### src/rtl/pc_sequencer_if.sv
// pc_sequencer_if: strobes from decode/branch resolution and the registered fetch-side outputs.
interface pc_sequencer_if #(
    parameter int IP_WIDTH = 10
);
    logic                stall, halt, jump, call, ret, branch;
    logic [IP_WIDTH-1:0] target;
    logic [5:0]          branch_offset;
    logic [IP_WIDTH-1:0] ip;
    logic                ip_valid, flush, halted, stack_error;
    modport master (
        output stall, halt, jump, call, ret, branch, target, branch_offset,
        input  ip, ip_valid, flush, halted, stack_error
    );
    modport slave (
        input  stall, halt, jump, call, ret, branch, target, branch_offset,
        output ip, ip_valid, flush, halted, stack_error
    );
endinterface

### src/rtl/pc_sequencer.sv
// pc_sequencer: fetch-side IP controller with relative/absolute redirects, return stack and post-redirect flush.
module pc_sequencer #(
    parameter int IP_WIDTH     = 10,
    parameter int STACK_DEPTH  = 4,
    parameter int FLUSH_CYCLES = 2
) (
    input logic           Clock,
    input logic           Reset,
    pc_sequencer_if.slave bus
);
    localparam int SW = $clog2(STACK_DEPTH);
    typedef enum logic [1:0] {IDLE, RUN, FLUSH, HALT} state_t;
    state_t              state, state_n;
    logic [IP_WIDTH-1:0] ip, ip_n, tgt, seq_ip, br_tgt, br_mag, pop_addr;
    logic [IP_WIDTH-1:0] stack_mem [STACK_DEPTH];
    logic [SW:0]         sp, sp_n;
    logic [2:0]          cnt, cnt_n;
    logic                ip_valid, ip_valid_n, flush, flush_n, halted, halted_n;
    logic                stack_error, stack_error_n;
    logic                redirect, go_halt, push, full, empty;
    assign seq_ip   = bus.stall ? ip : ip + IP_WIDTH'(1);
    assign br_mag   = IP_WIDTH'(bus.branch_offset[4:0]);
    assign br_tgt   = bus.branch_offset[5] ? ip - br_mag : ip + br_mag;
    // Depth is a power of two, so the MSB of the pointer alone marks "full".
    assign full     = sp[SW];
    assign empty    = (sp == '0);
    assign pop_addr = stack_mem[SW'(sp - (SW+1)'(1))];
    always_comb begin
        state_n       = state;
        ip_n          = ip;
        ip_valid_n    = ip_valid;
        flush_n       = flush;
        halted_n      = halted;
        stack_error_n = stack_error;
        sp_n          = sp;
        cnt_n         = cnt;
        redirect      = 1'b0;
        go_halt       = 1'b0;
        push          = 1'b0;
        tgt           = ip;
        case (state)
            IDLE: begin
                state_n    = RUN;
                ip_n       = '0;
                ip_valid_n = 1'b1;
            end
            RUN: begin
                if (bus.halt) begin
                    go_halt = 1'b1;
                end else if (bus.jump) begin
                    redirect = 1'b1;
                    tgt      = bus.target;
                end else if (bus.call) begin
                    go_halt       = full;
                    stack_error_n = stack_error | full;
                    push          = !full;
                    redirect      = !full;
                    sp_n          = full ? sp : sp + (SW+1)'(1);
                    tgt           = bus.target;
                end else if (bus.ret) begin
                    go_halt       = empty;
                    stack_error_n = stack_error | empty;
                    redirect      = !empty;
                    sp_n          = empty ? sp : sp - (SW+1)'(1);
                    tgt           = pop_addr;
                end else if (bus.branch) begin
                    redirect = 1'b1;
                    tgt      = br_tgt;
                end else begin
                    ip_n = seq_ip;
                end
            end
            FLUSH: begin
                ip_n    = seq_ip;
                cnt_n   = cnt - 3'd1;
                flush_n = (cnt != 3'd1);
                state_n = (cnt != 3'd1) ? FLUSH : RUN;
            end
            default: ;
        endcase
        if (redirect) begin
            ip_n    = tgt;
            flush_n = 1'b1;
            cnt_n   = 3'(FLUSH_CYCLES);
            state_n = FLUSH;
        end
        if (go_halt) begin
            state_n    = HALT;
            ip_valid_n = 1'b0;
            halted_n   = 1'b1;
        end
    end
    always_ff @(posedge Clock or negedge Reset) begin
        if (!Reset) begin
            state       <= IDLE;
            ip          <= '0;
            ip_valid    <= 1'b0;
            flush       <= 1'b0;
            halted      <= 1'b0;
            stack_error <= 1'b0;
            sp          <= '0;
            cnt         <= '0;
        end else begin
            state       <= state_n;
            ip          <= ip_n;
            ip_valid    <= ip_valid_n;
            flush       <= flush_n;
            halted      <= halted_n;
            stack_error <= stack_error_n;
            sp          <= sp_n;
            cnt         <= cnt_n;
        end
    end
    // Storage needs no reset: an empty pointer makes every entry unreachable.
    always_ff @(posedge Clock) begin
        if (push) stack_mem[sp[SW-1:0]] <= ip + IP_WIDTH'(1);
    end
    assign bus.ip          = ip;
    assign bus.ip_valid    = ip_valid;
    assign bus.flush       = flush;
    assign bus.halted      = halted;
    assign bus.stack_error = stack_error;
endmodule
### src/flat_wrapper.sv
// flat-port wrapper written by rule: the top's interface ports become plain ports
module pc_sequencer_flat 
#(
    parameter int IP_WIDTH     = 10,
    parameter int STACK_DEPTH  = 4,
    parameter int FLUSH_CYCLES = 2
)
  (Clock, Reset, bus_stall, bus_halt, bus_jump, bus_call, bus_ret, bus_branch, bus_target, bus_branch_offset, bus_ip, bus_ip_valid, bus_flush, bus_halted, bus_stack_error);
  pc_sequencer_if #(.IP_WIDTH(IP_WIDTH)) bus_i ();
  input logic Clock;
  input logic Reset;
  input wire logic [$bits(bus_i.stall)-1:0] bus_stall;
  input wire logic [$bits(bus_i.halt)-1:0] bus_halt;
  input wire logic [$bits(bus_i.jump)-1:0] bus_jump;
  input wire logic [$bits(bus_i.call)-1:0] bus_call;
  input wire logic [$bits(bus_i.ret)-1:0] bus_ret;
  input wire logic [$bits(bus_i.branch)-1:0] bus_branch;
  input wire logic [$bits(bus_i.target)-1:0] bus_target;
  input wire logic [$bits(bus_i.branch_offset)-1:0] bus_branch_offset;
  output wire logic [$bits(bus_i.ip)-1:0] bus_ip;
  output wire logic [$bits(bus_i.ip_valid)-1:0] bus_ip_valid;
  output wire logic [$bits(bus_i.flush)-1:0] bus_flush;
  output wire logic [$bits(bus_i.halted)-1:0] bus_halted;
  output wire logic [$bits(bus_i.stack_error)-1:0] bus_stack_error;
  assign bus_i.stall = bus_stall;
  assign bus_i.halt = bus_halt;
  assign bus_i.jump = bus_jump;
  assign bus_i.call = bus_call;
  assign bus_i.ret = bus_ret;
  assign bus_i.branch = bus_branch;
  assign bus_i.target = bus_target;
  assign bus_i.branch_offset = bus_branch_offset;
  assign bus_ip = bus_i.ip;
  assign bus_ip_valid = bus_i.ip_valid;
  assign bus_flush = bus_i.flush;
  assign bus_halted = bus_i.halted;
  assign bus_stack_error = bus_i.stack_error;
  pc_sequencer #(.IP_WIDTH(IP_WIDTH), .STACK_DEPTH(STACK_DEPTH), .FLUSH_CYCLES(FLUSH_CYCLES)) u_core (.Clock(Clock), .Reset(Reset), .bus(bus_i));
endmodule
### config.mk
export PLATFORM = sky130hd
export DESIGN_NAME = pc_sequencer_flat
export DESIGN_NICKNAME = d
export VERILOG_FILES = /design/src/rtl/pc_sequencer_if.sv /design/src/rtl/pc_sequencer.sv /design/src/flat_wrapper.sv
export SDC_FILE = /design/constraint.sdc
export NUM_CORES = 1
export LEC_CHECK = 0
export BUFFER_PORTS_ARGS = -buffer_cell sky130_fd_sc_hd__buf_2
export CAP_MARGIN = 25
export CORE_MARGIN = 5
export CORE_UTILIZATION = 54
export DETAILED_ROUTE_END_ITERATION = 7
export GPL_TIMING_DRIVEN = 0
export PLACE_DENSITY_LB_ADDON = 0.1
export SLEW_MARGIN = 25
export SYNTH_ARGS = -nofsm -noshare
export SYNTH_HDL_FRONTEND = slang
export SYNTH_SLANG_ARGS = --single-unit
### constraint.sdc
create_clock -name Clock -period 2.3 [get_ports Clock]
set_input_delay 0.46 -clock Clock [delete_from_list [all_inputs] [get_ports Clock]]
set_output_delay 0.46 -clock Clock [all_outputs]
set_load 0.03 [all_outputs]
==> impl_metrics.py, run 1 <==
metrics = {
    "clock_network": {
        "clk-insertion-delay-late_ns": 0.34,
        "cts_tree": "yes",
        "htreeDepth": 3,
        "root_buffer": "clkbuf_8",
        "clkTransAtPathRegs_ns": 0.07,
        "clock-sinks": 62,
        "numCtsBuffers": 9,
        "cts.path.max_buffers": 2,
    },
    "timing": {
        "hold_violations": 0,
        "worst_slew_pin_slew_ns": 0.641,
        "final-max-slew-violation-count": 0,
        "tns_ns": -0.454,
        "fin_crit_sh": 1.07,
        "layout_min_cycle_time_ns": 2.46,
        "rsz0062_at_grt": "yes",
        "fin_skew_ns": 0.00645,
        "setup_viol": 5,
        "relSlewSlack": 0.573,
        "timing.fmax_mhz": 406,
        "worst_slack_ns": -0.160,
    },
    "synth": {
        "synthTopCellsByArea": "edfxtp_1, dfrtp_1, ha_1, mux4_2, xnor2_1",
        "synth-main-ff-cell": "edfxtp_1",
        "synth-seq-cells": 62,
        "synth_top_area_cell": "edfxtp_1",
        "netlist_area_um2": 3770,
        "ys_seq_area_frac": 0.465,
        "synth.distinct_cells": 61,
        "yosysMostFrequentCell": "edfxtp_1",
        "syn-num-nets": 382,
        "syn_inst": 334,
        "ys.warnings.count": 0,
        "syn-mean-instance-area_um2": 11.3,
        "synth_top_area_share": 0.319,
        "synthArstFlopShare": 0.355,
        "synth-edff-count": 40,
        "synthTopCellsByCount": "edfxtp_1, ha_1, dfrtp_1, nand2_1, nand3_1",
    },
    "pwr": {
        "p_leak_nw": 1.81,
        "switchingPower_mw": 2.39,
        "p_comb_frac": 0.532,
        "p_sw_frac": 0.423,
        "p_int_mw": 3.26,
        "power.density_nw_per_um2": 1240,
        "pwr-share-seq": 0.304,
        "clockPowerShare": 0.164,
        "ir_drop_mv": 0.706,
    },
    "worst_setup_path": {
        "r2r_start": "u_core.bus.ip[0]",
        "startpoint_type": "primary input",
        "cpPeakStageDelay_ns": 0.39,
        "startpoint": "bus_branch_offset[0]",
        "path_delay_family": "compound AO/OA/AOI/OAI gates",
        "path_class": "primary input to register",
        "r2r_end": "u_core.bus.ip[8]",
        "cp.depth": 13,
        "crit_path_end": "u_core.bus.ip[8]",
        "reg2reg_depth": 9,
        "critPathMaxFanout": 6,
        "cp_data_arrival_time_ns": 2.71,
        "crit_buf_inv": 2,
        "cp-end-kind": "register",
        "worstPathCellList": "buf_8 -> clkinv_4 -> ha_4 -> nor3b_4 -> ha_1 -> mux2i_1 -> ha_1 -> o21a_1 -> o31a_1 -> o211ai_1 -> a211o_1 -> and3_4 -> o31ai_2",
        "crit_top_cell": "ha_1",
        "reg2reg_slack_ns": -0.01,
        "cp_slowest_cell": "ha_1",
        "required_ns": 2.55,
    },
    "status": {
        "status": "finished, violations left",
        "violations": "setup timing",
    },
    "placement": {
        "dp_slack_ns": -0.588,
        "place_area_um2": 4130,
        "gp_congestion": 0.858,
        "dpl.hpwl_um": 6320,
        "numPortBuffers": 36,
        "place_inst": 466,
    },
    "final_layout": {
        "finalInstanceArea_um2": 4570,
        "final_cells": 492,
        "syn_to_final_growth_pct": 21.3,
        "drive_above_1_share": 0.288,
        "fin_nets": 439,
        "antenna_cells": 0,
    },
    "grt": {
        "grt_pass1_vias": 2883,
        "track_usage": 0.213,
        "grt_max_degree": 23,
        "grt-ovfl-total": 0,
        "antenna_found_initial": 0,
        "grt_pass1_wl_um": 14200,
    },
    "floorplan": {
        "ios": 38,
        "die_area_um2": 8750,
        "core_area_um2": 6790,
        "die_y_um": 93.5,
        "initial_utilization": 0.555,
        "die_w_um": 93.5,
        "rows": 30,
    },
    "route": {
        "drtPass1Iterations": 5,
        "routed_wl_um": 8980,
        "highest_layer": "met4",
        "vias": 2917,
        "wl_met2_um": 4360,
        "wl_per_cell_um": 18.2,
        "met3WireLength_um": 505,
        "drtAntennaViolNets": 0,
        "via_per_inst": 5.93,
        "drt-initial-drc-count": 250,
        "m1WireLength_um": 3960,
        "drc": 0,
    },
    "run": {
        "drv_cap": 0,
    },
    "min_path": {
        "hp-class": "primary input to async pin",
    },
}
[final cells by class]
cell class              instances  area, um^2
multi-input cells             237        2010
flip-flops and latches         62        1750
well taps                      96         120
clock inverters                 6        62.6
fillers                       510        2220
inverters                      19        96.3
repair buffers                 47         304
plain buffers                  15        96.3
clock buffers                  10         128
[worst register-to-register path, cell delays in order, from the launching register on]
cell and delay [ns]:
dfrtp_1 0.35, inv_1 0.11, ha_1 0.25, fa_1 0.40, nor2b_2 0.16, o31a_1 0.19
o211ai_1 0.13, a211o_1 0.28, and3_4 0.16, o31ai_2 0.20
[how the worst min path moves through the flow]
stage | from | end | slack, ns | cells after the start
2_1_floorplan | Reset | u_core.bus.flush | 0.16 | 0
3_3_place_gp | u_core.bus.stack_error | u_core.bus.stack_error | 0.44 | 1
3_5_place_dp | u_core.bus.stack_error | u_core.bus.stack_error | 0.45 | 1
4_1_cts | Reset | u_core.bus.ip[0] | 0.13 | 1
5_1_grt | Reset | u_core.bus.ip[0] | 0.15 | 1
6_report | Reset | u_core.bus.ip[0] | 0.1 | 1
[stage by stage]
step	hold WS [ns]	utilization	power [mW]
final	0.0983	0.673	5.65
after global routing	0.148	0.673	6.00
after detailed placement	0.446	0.608	4.37
after floorplan	0.164	-	3.69
after CTS	0.125	0.662	5.54
after global placement	0.437	0.608	4.31
[power groups by stage]
stage / Combinational [mW] / Sequential (mW) / Clock [mW]
floorplan: 1.83 / 1.86 / 0
global placement: 2.60 / 1.71 / 0
detailed placement: 2.64 / 1.73 / 0
CTS: 2.90 / 1.70 / 0.945
global route: 3.27 / 1.74 / 0.988
finish: 3.01 / 1.71 / 0.926
[layer usage]
layer,vias to the layer above,GRT usage
met4,0,0.0867
met2,98,0.350
met1,1420,0.282
met3,13,0.0306
li1,1386,-
met5,-,0
[registers in the layout, summed over array words and instances, names as in the netlist]
name	flops
u_core.stack_mem	40
u_core.sp	3
u_core.bus.stack_error	1
u_core.bus.ip_valid	1
u_core.bus.halted	1
u_core.state	2
u_core.bus.ip	10
u_core.bus.flush	1
u_core.cnt	3
[placed cells by master (no fill, tap or decap), drive strengths merged, types with 5 or more instances in the layout]
cell	synthesis	final
nor2b	5	5
and3	7	7
mux4	10	10
nand3	20	20
nor3	10	10
xnor2	12	12
a21oi	6	6
ha	23	23
edfxtp	40	40
o21ai	21	21
nand2	20	20
nor2	18	18
buf	6	52
o21a	7	7
dfrtp	22	22
a211oi	5	5
inv	19	18
clkbuf	10	20
[repair_timing]
action,in CTS,in global routing
hold buffers,0,0
buffers inserted,8,3
cloned,0,0
resized for setup,27,15
pin swaps,17,12
setup endpoints to repair,55,52
[cells by family (layout without fill, tap and decap cells)]
| logic type | after synthesis | count (layout) | share of synthesized area |
|---|---|---|---|
| xor+xnor | 14 | 14 | 0.0325 |
| fa+ha+maj | 24 | 24 | 0.0817 |
| mux | 14 | 14 | 0.0711 |
| simple gates | 105 | 105 | 0.146 |
| flops | 62 | 62 | 0.465 |
| compound gates | 80 | 80 | 0.163 |
| buf+inv | 35 | 97 | 0.0409 |
(Power assumes the default switching activity.)
==> run 2, diff against run 1 <==
CORE_MARGIN = not set   (was 5)
==> run 2 against run 1 <==
Net effect:
- largest cell class unchanged
- highest routed layer unchanged
- sequential cell count unchanged
- final cell count fell by 2.0%
- global-route usage up 4.8 points
- worst setup slack better by 0.018 ns
- combinational power rose by 2%
- the run still ends with setup timing left
- sequential share of layout area decreased by 0.70 points
- die area shrank 16%
==> impl_metrics.py, run 2 (synthesis gave the netlist of run 1 again) <==
metrics = {
    "status": {
        "violations": "setup timing",
        "status": "finished, violations left",
    },
    "grt": {
        "grt-ovfl-total": 0,
        "grt_max_degree": 23,
        "track_usage": 0.260,
        "grt_pass1_wl_um": 14100,
        "grt_pass1_vias": 2764,
        "antenna_found_initial": 0,
    },
    "placement": {
        "dpl.hpwl_um": 6170,
        "place_area_um2": 4110,
        "gp_congestion": 0.818,
        "numPortBuffers": 36,
        "place_inst": 450,
    },
    "clock_network": {
        "cts_tree": "yes",
        "root_buffer": "clkbuf_8",
        "numCtsBuffers": 9,
        "clk-insertion-delay-late_ns": 0.35,
        "clock-sinks": 62,
        "cts.path.max_buffers": 2,
        "clkTransAtPathRegs_ns": 0.08,
        "htreeDepth": 3,
    },
    "min_path": {
        "hp-class": "primary input to async pin",
    },
    "run": {
        "drv_cap": 0,
    },
    "floorplan": {
        "die_w_um": 85.5,
        "die_y_um": 85.5,
        "core_area_um2": 6760,
        "rows": 30,
        "die_area_um2": 7310,
        "initial_utilization": 0.558,
        "ios": 38,
    },
    "route": {
        "wl_per_cell_um": 18.9,
        "drc": 0,
        "drt-initial-drc-count": 293,
        "drtPass1Iterations": 5,
        "via_per_inst": 6.22,
        "routed_wl_um": 9130,
        "vias": 2997,
        "drtAntennaViolNets": 0,
    },
    "timing": {
        "tns_ns": -0.613,
        "setup_viol": 6,
        "hold_ws_ns": 0.0906,
        "fin_crit_sh": 1.06,
        "final-max-slew-violation-count": 0,
        "relSlewSlack": 0.575,
        "fin_skew_ns": 0.0114,
        "worst_slew_pin_slew_ns": 0.635,
        "timing.fmax_mhz": 409,
        "worst_slack_ns": -0.142,
        "hold_violations": 0,
        "layout_min_cycle_time_ns": 2.44,
        "rsz0062_at_grt": "yes",
    },
    "final_layout": {
        "fillers": 485,
        "syn_to_final_growth_pct": 23.5,
        "drive_above_1_share": 0.299,
        "largest_reg_flops": 40,
        "finalInstanceArea_um2": 4650,
        "final_common_cell": "edfxtp_1",
        "final_cell_mix": "edfxtp_1, buf_2, dfrtp_1",
        "utilization": 0.689,
        "antenna_cells": 0,
        "final_cells": 482,
        "fin_nets": 445,
    },
    "pwr": {
        "p_leak_nw": 1.87,
        "power.density_nw_per_um2": 1260,
        "ir_drop_mv": 0.666,
    },
    "worst_setup_path": {
        "critPathMaxFanout": 6,
        "cp_data_arrival_time_ns": 2.70,
        "required_ns": 2.56,
        "cp-end-kind": "register",
        "startpoint_type": "primary input",
        "path_class": "primary input to register",
    },
}
run 2: repair_timing:
| item | in CTS | in global routing |
|---|---|---|
| endpoints found under the hold margin | 0 | 0 |
| gates cloned | 0 | 1 |
| pin swaps | 13 | 6 |
| resized for setup | 35 | 8 |
| setup endpoints to repair | 54 | 23 |
| hold buffers | 0 | 0 |
| setup buffers | 9 | 7 |
run 2: critical path, stage by stage:
cell,delay [ns]
buf_12,0.09
inv_12,0.03
ha_4,0.14
nor3b_4,0.15
ha_1,0.26
mux2i_1,0.07
ha_2,0.39
o21a_1,0.14
o31a_1,0.18
o211ai_1,0.12
a211o_1,0.29
and3_4,0.17
o31ai_4,0.21
run 2: stage by stage:
step	setup WS, ns	total power, mW
6_report	-0.142	5.87
2_1_floorplan	-0.227	3.69
4_1_cts	-0.0967	5.75
3_5_place_dp	-0.634	4.36
5_1_grt	-0.218	6.23
3_3_place_gp	-0.567	4.29
run 2: worst paths after layout:
path | startpoint | to | slack [ns] | depth (start not counted)
worst max-delay path | bus_branch_offset[1] | u_core.bus.ip[8] | -0.14 | 13
worst min-delay path | Reset | u_core.bus.ip[3] | 0.09 | 1
worst max register to register | u_core.bus.ip[0] | u_core.bus.ip[8] | -0.04 | 9
worst min register to register | u_core.bus.stack_error | u_core.bus.stack_error | 0.46 | 1
max in group asynchronous | Reset | u_core.sp[1] | 1.81 | 1
min in group Clock | bus_target[6] | u_core.bus.ip[6] | 0.44 | 3
run 2: cell type report:
cell class / instances / area (um^2) / share of cell area
multi-input combinational: 237 / 2010 / 0.433
sequential: 62 / 1750 / 0.377
timing repair buffer: 53 / 370 / 0.0796
clock inverter: 7 / 103 / 0.0220
clock buffer: 9 / 124 / 0.0266
buffer: 15 / 96.3 / 0.0207
inverter: 19 / 93.8 / 0.0202
tap: 80 / 100 / 0.0215
run 2: routing by layer:
layer,track usage,vias to the layer above,part of all wire
met3,0.0529,24,0.054
met2,0.399,98,0.47
met5,0,-,0
li1,-,1411,-
met4,0.106,0,0.025
met1,0.366,1464,0.45
run 2: power by group:
group / leakage (nW) / switching, mW / internal (mW)
sequential: 0.631 / 0.228 / 1.48
combinational: 1.13 / 1.75 / 1.31
clock: 0.111 / 0.480 / 0.623
